## src/rtl/ahb_lcd_wr_port.sv

```systemverilog
// AHB-Lite write port feeding an 8080-style LCD bus through a small FIFO.
// Bus writes to DATA/CMD stall on a full FIFO; a back-end FSM strobes entries out.
module ahb_lcd_wr_port #(
  parameter int FIFO_DEPTH = 16,
  parameter int FIFO_AW    = 4
) (
  input  logic        HCLK,
  input  logic        HRESETn,
  input  logic        HSEL,
  input  logic [31:0] HADDR,
  input  logic [1:0]  HTRANS,
  input  logic [2:0]  HSIZE,
  input  logic        HWRITE,
  input  logic [31:0] HWDATA,
  input  logic        HREADY,
  output logic        HREADYOUT,
  output logic        HRESP,
  output logic [31:0] HRDATA,
  output logic        LCD_CSn,
  output logic        LCD_DC,
  output logic        LCD_WRn,
  output logic        LCD_RSTn,
  output logic [15:0] LCD_D
);

  typedef enum logic [1:0] {
    ST_IDLE   = 2'd0,
    ST_SETUP  = 2'd1,
    ST_STROBE = 2'd2,
    ST_HOLD   = 2'd3
  } lcd_state_t;

  localparam logic [FIFO_AW:0]   FULL_LEVEL = {1'b1, {FIFO_AW{1'b0}}};
  localparam logic [FIFO_AW:0]   LVL_ONE    = {{FIFO_AW{1'b0}}, 1'b1};
  localparam logic [FIFO_AW-1:0] PTR_ONE    = {{(FIFO_AW-1){1'b0}}, 1'b1};

  function automatic logic [15:0] lane_extract(input logic [31:0] wdata,
                                               input logic [2:0]  size,
                                               input logic [1:0]  offs);
    logic [15:0] r;
    case (size)
      3'd0: begin
        case (offs)
          2'd0:    r = {8'h00, wdata[7:0]};
          2'd1:    r = {8'h00, wdata[15:8]};
          2'd2:    r = {8'h00, wdata[23:16]};
          default: r = {8'h00, wdata[31:24]};
        endcase
      end
      3'd1:    r = offs[1] ? wdata[31:16] : wdata[15:0];
      default: r = wdata[15:0];
    endcase
    return r;
  endfunction

  logic              dp_active_r, dp_write_r;
  logic [2:0]        dp_size_r;
  logic [3:0]        dp_addr_r;
  logic [8:0]        ctrl_r;
  logic [31:0]       hrdata_r;
  logic [16:0]       fifo_mem_r [FIFO_DEPTH];
  logic [FIFO_AW-1:0] wr_ptr_r, rd_ptr_r;
  logic [FIFO_AW:0]  level_r;
  lcd_state_t        state_r;
  logic [3:0]        cnt_r;
  logic              csn_r, wrn_r, dc_r;
  logic [15:0]       d_r;

  logic              accept_s, fifo_wr_s, empty_s, full_s, push_s, pop_s;
  logic [31:0]       status_s, rdata_s;
  logic              unused_s;

  assign accept_s  = HSEL & HREADY & HTRANS[1];
  assign fifo_wr_s = dp_active_r & dp_write_r & ~dp_addr_r[3];
  assign empty_s   = (level_r == {(FIFO_AW+1){1'b0}});
  assign full_s    = (level_r == FULL_LEVEL);
  assign push_s    = fifo_wr_s & ~full_s;
  // The FSM consumes the head in IDLE or at the last HOLD cycle
  assign pop_s     = ~empty_s & ((state_r == ST_IDLE) |
                                 ((state_r == ST_HOLD) & (cnt_r == 4'd0)));
  assign unused_s  = ^{HADDR[31:4], HTRANS[0]};

  assign HREADYOUT = ~(fifo_wr_s & full_s);
  assign HRESP     = 1'b0;
  assign HRDATA    = hrdata_r;
  assign LCD_CSn   = csn_r;
  assign LCD_WRn   = wrn_r;
  assign LCD_DC    = dc_r;
  assign LCD_D     = d_r;
  assign LCD_RSTn  = ctrl_r[8];

  // Read mux for the register selected in the address phase
  always_comb begin
    status_s              = 32'h0000_0000;
    status_s[FIFO_AW:0]   = level_r;
    status_s[16]          = empty_s;
    status_s[17]          = full_s;
    status_s[18]          = (state_r != ST_IDLE) | ~empty_s;
    case (HADDR[3:2])
      2'd2:    rdata_s = status_s;
      2'd3:    rdata_s = {23'h000000, ctrl_r};
      default: rdata_s = 32'h0000_0000;
    endcase
  end

  // AHB address/data-phase pipeline, read data and CTRL register
  always_ff @(posedge HCLK or negedge HRESETn) begin
    if (!HRESETn) begin
      dp_active_r <= 1'b0;
      dp_write_r  <= 1'b0;
      dp_size_r   <= 3'd0;
      dp_addr_r   <= 4'd0;
      hrdata_r    <= 32'h0000_0000;
      ctrl_r      <= 9'h000;
    end else begin
      if (HREADY) begin
        dp_active_r <= accept_s;
        dp_write_r  <= HWRITE;
        dp_size_r   <= HSIZE;
        dp_addr_r   <= HADDR[3:0];
        hrdata_r    <= (accept_s & ~HWRITE) ? rdata_s : 32'h0000_0000;
      end
      if (dp_active_r & dp_write_r & (dp_addr_r[3:2] == 2'd3)) begin
        ctrl_r <= HWDATA[8:0];
      end
    end
  end

  // FIFO pointers and occupancy
  always_ff @(posedge HCLK or negedge HRESETn) begin
    if (!HRESETn) begin
      wr_ptr_r <= {FIFO_AW{1'b0}};
      rd_ptr_r <= {FIFO_AW{1'b0}};
      level_r  <= {(FIFO_AW+1){1'b0}};
    end else begin
      if (push_s) wr_ptr_r <= wr_ptr_r + PTR_ONE;
      if (pop_s)  rd_ptr_r <= rd_ptr_r + PTR_ONE;
      if (push_s & ~pop_s)      level_r <= level_r + LVL_ONE;
      else if (pop_s & ~push_s) level_r <= level_r - LVL_ONE;
    end
  end

  // FIFO storage; DATA (offset 0) carries dc=1, CMD (offset 4) dc=0
  always_ff @(posedge HCLK) begin
    if (push_s) begin
      fifo_mem_r[wr_ptr_r] <= {~dp_addr_r[2], lane_extract(HWDATA, dp_size_r, dp_addr_r[1:0])};
    end
  end

  // LCD write-cycle sequencer with registered bus outputs
  always_ff @(posedge HCLK or negedge HRESETn) begin
    if (!HRESETn) begin
      state_r <= ST_IDLE;
      cnt_r   <= 4'd0;
      csn_r   <= 1'b1;
      wrn_r   <= 1'b1;
      dc_r    <= 1'b1;
      d_r     <= 16'h0000;
    end else begin
      case (state_r)
        ST_IDLE: begin
          wrn_r <= 1'b1;
          if (pop_s) begin
            {dc_r, d_r} <= fifo_mem_r[rd_ptr_r];
            csn_r       <= 1'b0;
            state_r     <= ST_SETUP;
          end else begin
            csn_r <= 1'b1;
          end
        end
        ST_SETUP: begin
          wrn_r   <= 1'b0;
          cnt_r   <= ctrl_r[3:0];
          state_r <= ST_STROBE;
        end
        ST_STROBE: begin
          if (cnt_r == 4'd0) begin
            wrn_r   <= 1'b1;
            cnt_r   <= ctrl_r[7:4];
            state_r <= ST_HOLD;
          end else begin
            cnt_r <= cnt_r - 4'd1;
          end
        end
        ST_HOLD: begin
          if (cnt_r != 4'd0) begin
            cnt_r <= cnt_r - 4'd1;
          end else if (pop_s) begin
            {dc_r, d_r} <= fifo_mem_r[rd_ptr_r];
            state_r     <= ST_SETUP;
          end else begin
            csn_r   <= 1'b1;
            state_r <= ST_IDLE;
          end
        end
        default: begin
          state_r <= ST_IDLE;
          csn_r   <= 1'b1;
          wrn_r   <= 1'b1;
        end
      endcase
    end
  end

endmodule

```

## config.mk

```make
export PLATFORM = sky130hd
export DESIGN_NAME = ahb_lcd_wr_port
export DESIGN_NICKNAME = d
export VERILOG_FILES = /design/src/rtl/ahb_lcd_wr_port.sv
export SDC_FILE = /design/constraint.sdc
export NUM_CORES = 1
export LEC_CHECK = 0
export CORE_AREA = 2 2 160 162
export DETAILED_ROUTE_END_ITERATION = 7
export DIE_AREA = 0 0 162 164
export PLACE_DENSITY = 0.86
export SETUP_SLACK_MARGIN = 0.05
export SKIP_LAST_GASP = 1
export SLEW_MARGIN = 5
export SYNTH_ARGS = -nofsm -noshare
export SYNTH_HDL_FRONTEND = slang
export SYNTH_SLANG_ARGS = --single-unit
```

## constraint.sdc

```tcl
create_clock -name HCLK -period 3.9 [get_ports HCLK]
set_input_delay 0.585 -clock HCLK [delete_from_list [all_inputs] [get_ports HCLK]]
set_output_delay 0.585 -clock HCLK [all_outputs]
set_load 0.005 [all_outputs]
```

==> qor.yml, run 1 <==
floorplan:
  row_count: 58
  dieArea_sq_um: 26600
  start_util: 0.562
  io_pins: 128
  fp.dieW_um: 162
  die_h_um: 164
  core_area_sq_um: 24800
setup_path:
  worstPathRequired_ns: 4.33
  arrival_ns: 3.53
  cp-end-kind: "flop"
  crit_type: "reg2reg"
  cp_max_fo: 6
  start_kind: "flop"
sta:
  drv_slew: 0
  finalHoldViolCount: 0
  maxSlewHeadroom: 0.130
  worst_pin_slew_ns: 1.30
  grt_setup_unrepaired: "false"
  fin_crit_sh: 0.795
  fmax_ghz: 0.322
  timing.final.crit_period_ns: 3.10
  finClkSkew_ns: 0.0208
  finalSetupViolations: 0
  fin_tns_setup_ns: 0
hold_path:
  hold_class: "in2async"
clocking:
  clk_path_buf_depth: 3
  postCtsHoldBufs: 0
  clk_latency_ns: 0.58
  h-tree-depth: 1
  cts_resized: 0
  root_buffer: "clkbuf_16"
  post_cts_buffers: 0
  tritoncts: "built"
  cts_buffers: 31
  cts_sinks: 340
  clk_pin_slew_ns: 0.06
finish:
  fin_cells: 1236
  final_cell_mix: "272 x edfxtp_1, 76 x clkdlybuf4s50_1, 68 x mux4_2"
  synthToLayoutAreaGrowth_pct: 16.3
  layout_commonest_cell: "edfxtp_1"
  fin_nets: 972
  finish.utilization: 0.654
  fill_cells: 1588
  drive_gt1_frac: 0.232
  n_antenna_cell: 0
placed_design:
  gp_congestion: 0.879
  numPortBuffers: 77
  dp.cells: 1178
  hpwl_um: 19000
drt:
  dr.pass1.iters: 6
  drc: 0
  antenna_left: 0
  avgViaCountPerCell: 6.39
  vias: 7895
  wirelength_um: 31800
  wire_per_inst_um: 25.7
  drt-initial-drc-count: 876
power_and_ir_drop:
  pwr-share-comb: 0.282
  power_frac_clock: 0.295
  leakagePower_uw: 0.00555
  vdd_drop_max_mv: 0.434
  p_sw_uw: 3290
  power_density_nw_per_um2: 679
  seq_power_share: 0.423
  p_int_uw: 7720
  swShare: 0.299
global_route:
  grt_pass1_wl_um: 48400
  gr-usage-all-layers: 0.244
  overflow: 0
  antenna_found_initial: 0
  grt_pass1_vias: 8299
  grt_max_degree: 69
yosys:
  synth_cells: 783
  ys_types: 50
  synthAdderAreaFrac: 0.0158
  muxShareOfSynthArea: 0.145
  synth-seq-cells: 340
  synth_top_family_by_area: "multiplexers"
  synth_compound_area_frac: 0.0650
  synthArstFlopShare: 0.200
  yosysWarnings: 0
  synth_xor_area_frac: 0.00628
  synth_enable_flop_cells: 272
  synth_area_sq_um: 13900
  synth_ff_type: "edfxtp_1"
  synth_area_per_cell_sq_um: 17.8
  ys_seq_area_frac: 0.708
  synthSimpleGateAreaFrac: 0.0289
job:
  cap_violations: 0
run_status:
  status: "finished, final reports clean"
[cell type report]
cell class	count	area [sq um]	area share
Clock buffer	44	885	0.0545
Clock inverter	14	210	0.0130
Inverter	18	67.6	0.00417
Multi-Input combinational cell	382	3750	0.231
Sequential cell	340	9880	0.609
Tap cell	330	413	0.0255
Timing Repair Buffer	108	1010	0.0625
[power by group through the flow]
stage / clock network (uW) / registers (uW) / logic (uW)
finish: 3250 / 4650 / 3110
global placement: 0 / 4700 / 2910
detailed placement: 0 / 4720 / 3030
CTS: 3260 / 4650 / 3110
floorplan: 0 / 4510 / 2320
global route: 3370 / 4690 / 3340
[cell usage after synthesis (3+ instances only)]
library cell	instances	area share
nor3_1	8	0.0029
nand2_1	26	0.0070
nand4_1	3	0.0013
buf_4	24	0.013
buf_6	4	0.0032
a22oi_1	3	0.0016
a21oi_1	36	0.013
a22o_1	5	0.0031
nor2_1	29	0.0078
o21ai_0	18	0.0065
a32o_1	11	0.0079
mux2_2	37	0.030
o2bb2ai_1	8	0.0050
ha_1	16	0.014
nand2b_1	4	0.0018
edfxtp_1	272	0.59
mux2i_1	7	0.0050
buf_1	5	0.0013
clkbuf_1	21	0.0057
dfstp_2	3	0.0057
inv_1	18	0.0048
o22ai_1	43	0.019
mux4_2	68	0.11
dfrtp_1	65	0.12
xnor2_1	9	0.0057
buf_2	9	0.0032
[worst paths after layout]
kind                                         from                 endpoint  slack, ns  depth (start not counted)
min reg2reg                 HRDATA[1]$_DFFE_PN0P_    HRDATA[1]$_DFFE_PN0P_       0.50                          1
max in group asynchronous                 HRESETn  rd_ptr_r[2]$_DFFE_PN0P_       2.98                          1
max                        level_r[0]$_DFFE_PN0P_   level_r[4]$_DFFE_PN0P_       0.80                         10
min in group HCLK           HRDATA[1]$_DFFE_PN0P_    HRDATA[1]$_DFFE_PN0P_       0.50                          1
min                                       HRESETn    HRDATA[0]$_DFFE_PN0P_       0.19                          1
max reg2reg                level_r[0]$_DFFE_PN0P_   level_r[4]$_DFFE_PN0P_       0.80                         10
[worst max-delay path, stage by stage (launching register included)]
cell and delay, ns:
dfrtp_1 0.47, or4_1 0.68, o22a_1 0.30, inv_1 0.13, ha_1 0.18, inv_1 0.11, fa_1 0.43, a21o_1 0.18
a21oi_1 0.17, mux2i_1 0.23, xnor2_1 0.09
[layer usage]
metal  vias to the layer above  global-route usage  wire length (um)
met3                        89              0.0376              2510
li1                       3280                   -                 -
met4                         0              0.0961              1090
met5                         -                   0                 0
met2                       489               0.426             16300
met1                      4037               0.312             11900
[state kept, by name (all words and copies together) (netlist names)]
name	count
LCD_CSn	1
ctrl_r	9
HRDATA	12
LCD_D	16
LCD_WRn	1
cnt_r	4
dp_write_r	1
dp_size_r	3
LCD_DC	1
state_r	2
rd_ptr_r	4
dp_addr_r	4
fifo_mem_r	272
level_r	5
wr_ptr_r	4
dp_active_r	1
[stage by stage]
step	power [uW]	instance area, sq um	hold slack, ns	setup slack [ns]
2_1_floorplan	6830	14000	0.289	1.01
3_3_place_gp	7600	15100	0.480	0.872
3_5_place_dp	7740	15100	0.473	0.845
4_1_cts	11000	16200	0.207	0.800
5_1_grt	11400	16200	0.264	0.635
6_report	11000	16200	0.185	0.799
[cells by family (layout without fill, tap and decap cells)]
kind of cell | after synthesis | count (layout)
buf+inv | 81 | 184
other cells | 1 | 21
fa+ha+maj | 17 | 17
flops | 340 | 340
mux | 112 | 112
xor+xnor | 10 | 10
compound gates | 136 | 136
simple gates | 86 | 86
Note: power is estimated with default switching activity, not from simulation.
==> run 2, diff against run 1 <==
CORE_AREA = 2 2 167 169   (was 2 2 160 162)
DIE_AREA = 0 0 169 171   (was 0 0 162 164)
PLACE_DENSITY = 0.84   (was 0.86)
clock period = 2.6 ns   (was 3.9 ns; I/O delays follow)
==> run 2 against run 1 <==
Largest power group unchanged. Hold slack improved by 0.23 ns. Cell count rose by 3.9%. Worst setup slack got worse by 0.77 ns. Final area rose by 2.8%. Clock-buffer cell count rose by 4. Clock skew fell by 0.0084 ns. Utilization fell by 4.3 points.
==> qor.yml, run 2 (same netlist as run 1, synthesis figures left out) <==
placed_design:
  numPortBuffers: 77  # unchanged
  post-place-ws_ns: 0.000756  # was 0.845 ns
  hpwl_um: 19500  # was 19,000 um
  gp_congestion: 0.886  # was 0.879
  placed_area_sq_um: 15500  # was 15,100 sq um
floorplan:
  dieArea_sq_um: 28900  # was 26,600 sq um
  io_pins: 128  # unchanged
  core_area_sq_um: 27300  # was 24,800 sq um
  row_count: 61  # was 58
  die_h_um: 171  # was 164 um
  fp.dieW_um: 169  # was 162 um
  start_util: 0.510  # was 0.562
finish:
  finish.utilization: 0.610  # was 0.654
  n_antenna_cell: 0  # unchanged
  drive_gt1_frac: 0.261  # was 0.232
  fin_nets: 1004  # was 972
  top_register: "fifo_mem_r"  # unchanged
  layout_commonest_cell: "edfxtp_1"  # unchanged
  design_area_sq_um: 16700  # was 16,200 sq um
  final_cell_mix: "272 x edfxtp_1, 75 x clkdlybuf4s50_1, 68 x mux4_2"  # was 272 x edfxtp_1, 76 x clkdlybuf4s50_1, 68 x mux4_2
  largest_register_ffs: 272  # unchanged
  fill_cells: 1900  # was 1,588
  synthToLayoutAreaGrowth_pct: 19.5  # was 16.3%
global_route:
  antenna_found_initial: 0  # unchanged
  overflow: 0  # unchanged
  grt_max_degree: 38  # was 69
  gr-usage-all-layers: 0.229  # was 0.244
  grt_pass1_wl_um: 49100  # was 48,400 um
  grt_pass1_vias: 8355  # was 8,299
setup_path:
  critical-path-top-delay-family: "compound AO/OA/AOI/OAI gates"  # was simple AND/OR/NAND/NOR gates
  crit_path_max_incr_delay_ns: 0.54  # was 0.68 ns
  arrival_ns: 3.00  # was 3.53 ns
  reg2regPathDepth: 10  # unchanged
  worst_path_max_delay_cell: "or4_4"  # was or4_1
  crit_type: "reg2reg"  # unchanged
  r2r_start: "level_r[3]$_DFFE_PN0P_"  # was level_r[0]$_DFFE_PN0P_
  r2r_setup_slack_ns: 0.03  # was 0.80 ns
  cp-end-kind: "flop"  # unchanged
  worstPathRequired_ns: 3.03  # was 4.33 ns
  cp_max_fo: 5  # was 6
  reg2reg_to: "level_r[4]$_DFFE_PN0P_"  # unchanged
  path_buf_inv: 2  # unchanged
  path_cells: "or4_4 > o22a_1 > inv_2 > ha_4 > inv_4 > fa_2 > a21o_1 > a21oi_2 > mux2i_1 > xnor2_1"  # was or4_1 > o22a_1 > inv_1 > ha_1 > inv_1 > fa_1 > a21o_1 > a21oi_1 > mux2i_1 > xnor2_1
  start_kind: "flop"  # unchanged
drt:
  vias: 7882  # was 7,895
  drc: 0  # unchanged
  wire_per_inst_um: 24.9  # was 25.7 um
  avgViaCountPerCell: 6.14  # was 6.39
  dr.pass1.iters: 7  # was 6
  wirelength_um: 32000  # was 31,800 um
  drt-initial-drc-count: 825  # was 876
  antenna_left: 0  # unchanged
sta:
  setup_ws_ns: 0.0303  # was 0.799 ns
  finalSetupViolations: 0  # unchanged
  drv_slew: 0  # unchanged
  timing.final.crit_period_ns: 2.57  # was 3.10 ns
  fin_crit_sh: 0.988  # was 0.795
  finClkSkew_ns: 0.0124  # was 0.0208 ns
  grt_setup_unrepaired: "true"  # was false
  finalHoldViolCount: 0  # unchanged
  fmax_ghz: 0.389  # was 0.322 GHz
  maxSlewHeadroom: 0.222  # was 0.130
  worst_pin_slew_ns: 1.17  # was 1.30 ns
power_and_ir_drop:
  leakagePower_uw: 0.00575  # was 0.00555 uW
  vdd_drop_max_mv: 0.542  # was 0.434 mV
  power_density_nw_per_um2: 1010  # was 679 nW/um^2
clocking:
  clk_pin_slew_ns: 0.06  # about the same
  clk_latency_ns: 0.52  # was 0.58 ns
  cts_sinks: 340  # unchanged
  cts_buffers: 35  # was 31
  h-tree-depth: 2  # was 1
  clk_path_buf_depth: 3  # unchanged
  root_buffer: "clkbuf_16"  # unchanged
  tritoncts: "built"  # unchanged
job:
  cap_violations: 0  # unchanged
hold_path:
  hold_class: "in2async"  # unchanged
run_status:
  status: "finished, final reports clean"  # unchanged
-- run 2: cell count changes in the layout (fill, tap and decap cells not counted), moves of 3 or more --
cell       previous run  this run
buf_4                31        47
clkinv_2              3         7
clkbuf_8              6         3
buf_12                1        12
clkbuf_16            31        37
bufinv_16             5         2
-- run 2: layout make-up --
type	count	area (sq um)	share of cell area
well taps	346	433	0.0260
clock inverters	14	123	0.00736
flip-flops and latches	340	9880	0.593
repair buffers	136	1370	0.0820
multi-input cells	382	3800	0.228
clock buffers	48	997	0.0598
inverters	18	70.1	0.00420
-- run 2: layer usage --
layer / routed length, um / vias to the layer above / global-route usage
li1: - / 3348 / -
met1: 12500 / 4043 / 0.305
met2: 15900 / 412 / 0.382
met5: 0 / - / 0
met4: 1110 / 0 / 0.0881
met3: 2510 / 79 / 0.0402
-- run 2: through the flow --
stage               TNS [ns]  std cells  total power (uW)  hold WS, ns
floorplan            -0.0660        803             10300       0.0944
detailed placement         0       1216             11900        0.422
finish                     0       1284             16800        0.411
global route         -0.0999       1284             17600        0.453
CTS                        0       1283             16900        0.430
global placement           0       1216             11700        0.414
-- run 2: worst max-delay path by stage --
stage,from,to,slack [ns],cells past startpoint
2_1_floorplan,level_r[0]$_DFFE_PN0P_,level_r[4]$_DFFE_PN0P_,-0.07,11
4_1_cts,level_r[3]$_DFFE_PN0P_,level_r[4]$_DFFE_PN0P_,0.04,10
3_3_place_gp,level_r[3]$_DFFE_PN0P_,level_r[4]$_DFFE_PN0P_,0.06,10
5_1_grt,level_r[3]$_DFFE_PN0P_,level_r[4]$_DFFE_PN0P_,-0.1,10
6_report,level_r[3]$_DFFE_PN0P_,level_r[4]$_DFFE_PN0P_,0.03,10
3_5_place_dp,level_r[3]$_DFFE_PN0P_,level_r[4]$_DFFE_PN0P_,0.0008,10
-- run 2: worst reg2reg max path, delay by kind of cell (launching register included) --
family                   cells  cell delay (ns)
AO/OA/AOI/OAI                3             0.55
buffers and inverters        2             0.14
flip-flops                   1             0.37
XOR/XNOR                     1             0.15
AND/OR/NAND/NOR              1             0.54
multiplexers                 1             0.23
adder cells (fa/ha/maj)      2             0.51
-- run 2: what timing repair did --
item / in CTS / in global routing
pin swaps: 4 / 1
gates cloned: 0 / 0
setup endpoints to repair: 2 / 19
gates resized for setup: 5 / 2
endpoints found under the hold margin: 33 / 0
hold buffers: 1 / 0
setup buffers: 4 / 1
-- run 2: power by group --
part	internal (uW)	total (uW)	switching, uW	leakage [uW]
logic	2570	5020	2460	0.00193
clock network	2890	4880	1990	0.000552
registers	6420	6920	500	0.00326
total	11900	16800	4950	0.00575
==> run 3, diff against run 2 <==
CORE_AREA = 2 2 188 190   (was 2 2 167 169)
DIE_AREA = 0 0 190 192   (was 0 0 169 171)
GPL_ROUTABILITY_DRIVEN = 1   (was not set)
PLACE_DENSITY = 0.7   (was 0.84)
==> run 3 against run 2 <==
Maximum frequency is 1.4% higher. First-iteration DRC count is 40% lower. Via count is 4.1% lower. Power is 0.66% higher. Die area is 26% higher. Non-clock buffer count is 1 higher. Clock-buffer cell count is 1 lower. Largest cell class unchanged. Largest power group unchanged.
==> qor.yml, run 3 (same netlist as run 1, synthesis figures left out) <==
drt:
  wire_per_inst_um: 21.4  # was 24.9 um
  avgViaCountPerCell: 5.42  # was 6.14
  wl_met1_um: 12500  # about the same
  wl_met2_um: 14800  # was 15,900 um
  antenna_left: 0  # unchanged
  met3_length_um: 1810  # was 2510 um
  top_layer_used: "met4"  # unchanged
  dr.pass1.iters: 5  # was 7
  vias: 7559  # was 7,882
  wirelength_um: 29800  # was 32,000 um
  drc: 0  # unchanged
  drt-initial-drc-count: 495  # was 825
floorplan:
  row_count: 68  # was 61
  start_util: 0.407  # was 0.510
  dieArea_sq_um: 36500  # was 28,900 sq um
  io_pins: 128  # unchanged
  fp.dieW_um: 190  # was 169 um
  die_h_um: 192  # was 171 um
  core_area_sq_um: 34300  # was 27,300 sq um
hold_path:
  hold_class: "in2async"  # unchanged
setup_path:
  start_kind: "flop"  # unchanged
  path_common_cell: "inv_2"
  cp_max_fo: 5  # unchanged
  cp-end-kind: "flop"  # unchanged
  crit_path_max_incr_delay_ns: 0.54  # about the same
  arrival_ns: 2.97  # was 3.00 ns
  crit_type: "reg2reg"  # unchanged
  path_cells: "or4_4 > o22a_1 > inv_2 > ha_4 > inv_2 > fa_2 > a21o_1 > a21oi_2 > mux2i_1 > xnor2_1"  # was or4_4 > o22a_1 > inv_2 > ha_4 > inv_4 > fa_2 > a21o_1 > a21oi_2 > mux2i_1 > xnor2_1
  worstPathRequired_ns: 3.04  # was 3.03 ns
  worst_path_max_delay_cell: "or4_4"  # unchanged
global_route:
  overflow: 0  # unchanged
  grt_pass1_wl_um: 46800  # was 49,100 um
  gr-usage-all-layers: 0.168  # was 0.229
  antenna_found_initial: 0  # unchanged
  grt_pass1_vias: 8012  # was 8,355
  grt_max_degree: 69  # was 38
finish:
  drive_gt1_frac: 0.263  # was 0.261
  finish.utilization: 0.489  # was 0.610
  fill_cells: 2783  # was 1,900
  n_antenna_cell: 0  # unchanged
  design_area_sq_um: 16800  # was 16,700 sq um
  multiInputGateArea_sq_um: 3790  # was 3800 sq um
  top_register: "fifo_mem_r"  # unchanged
  largest_register_ffs: 272  # unchanged
  layout_commonest_cell: "edfxtp_1"  # unchanged
  seq_area_sq_um: 9880  # unchanged
  synthToLayoutAreaGrowth_pct: 20.2  # was 19.5%
  final_cell_mix: "272 x edfxtp_1, 76 x clkdlybuf4s50_1, 68 x mux4_2"  # was 272 x edfxtp_1, 75 x clkdlybuf4s50_1, 68 x mux4_2
  fin_nets: 1005  # was 1,004
sta:
  finalHoldViolCount: 0  # unchanged
  timing.final.crit_period_ns: 2.54  # was 2.57 ns
  fmax_ghz: 0.394  # was 0.389 GHz
  finClkSkew_ns: 0.0123  # was 0.0124 ns
  finalSetupViolations: 0  # unchanged
  fin_tns_setup_ns: 0  # unchanged
  hold_slack_ns: 0.0359  # was 0.411 ns
  worst_pin_slew_ns: 1.29  # was 1.17 ns
  fin_crit_sh: 0.975  # was 0.988
  grt_setup_unrepaired: "true"  # unchanged
  drv_slew: 0  # unchanged
  maxSlewHeadroom: 0.143  # was 0.222
job:
  cap_violations: 0  # unchanged
power_and_ir_drop:
  leakagePower_uw: 0.00575  # about the same
  p_total_uw: 16900  # was 16,800 uW
  power_density_nw_per_um2: 1010  # about the same
  vdd_drop_max_mv: 0.548  # was 0.542 mV
clocking:
  root_buffer: "clkbuf_16"  # unchanged
  h-tree-depth: 2  # unchanged
  cts_sinks: 340  # unchanged
  clk_latency_ns: 0.51  # was 0.52 ns
  postCtsHoldBufs: 0  # was 1
  cts_buffers: 35  # unchanged
  clk_path_buf_depth: 3  # unchanged
  tritoncts: "built"  # unchanged
  clk_pin_slew_ns: 0.06  # about the same
placed_design:
  hpwl_um: 19000  # was 19,500 um
  numPortBuffers: 77  # unchanged
  gp_congestion: 0.876  # was 0.886
  placed_area_sq_um: 15600  # was 15,500 sq um
run_status:
  status: "finished, final reports clean"  # unchanged
[run 3: stage by stage]
| stage | worst slack (ns) | cells |
|---|---|---|
| after floorplan | -0.0660 | 803 |
| after CTS | 0.0417 | 1392 |
| final | 0.0649 | 1395 |
| after detailed placement | 0.0331 | 1327 |
| after global placement | 0.0273 | 1327 |
| after global routing | -0.0419 | 1395 |
[run 3: layout make-up]
type                       count  area share
sequential                   340       0.589
multi-input combinational    382       0.226
timing repair buffer         137      0.0779
clock buffer                  47      0.0576
tap                          455      0.0340
clock inverter                16      0.0113
inverter                      18     0.00403
[run 3: timing repair]
action / CTS / global route
gates resized for setup: 3 / 1
buffers inserted: 2 / 3
endpoints found under the setup margin: 2 / 3
pin swaps: 1 / 2
[run 3: layer usage]
layer	up-vias	GRT usage
li1	3357	-
met1	3857	0.223
met2	291	0.289
met3	54	0.0300
met4	0	0.0426
met5	-	0
[run 3: path summary, 6_finish.rpt]
kind | start | slack (ns) | to | cells after the start
min in group HCLK | HSIZE[0] | 0.45 | dp_size_r[0]$_DFFE_PN0P_ | 3
worst min register to register | HRDATA[0]$_DFFE_PN0P_ | 0.50 | HRDATA[0]$_DFFE_PN0P_ | 1
worst min-delay path | HRESETn | 0.04 | HRDATA[4]$_DFFE_PN0P_ | 1
worst max-delay path | level_r[3]$_DFFE_PN0P_ | 0.06 | level_r[4]$_DFFE_PN0P_ | 10
worst max register to register | level_r[3]$_DFFE_PN0P_ | 0.06 | level_r[4]$_DFFE_PN0P_ | 10
max in group asynchronous | HRESETn | 1.86 | rd_ptr_r[2]$_DFFE_PN0P_ | 1
[run 3: worst max-delay path, delay by kind of cell, from the launching register on]
kind                     cells  cell delay (ns)
AO/OA/AOI/OAI                3             0.56
AND/OR/NAND/NOR              1             0.54
adder cells (fa/ha/maj)      2             0.48
flip-flops                   1             0.38
multiplexers                 1             0.22
buffers and inverters        2             0.15
XOR/XNOR                     1             0.13
[run 3: report_power, final]
group | switching (uW) | internal, uW | leakage, uW
clock | 2010 | 3020 | 0.000570
combinational | 2520 | 2570 | 0.00192
sequential | 398 | 6420 | 0.00326
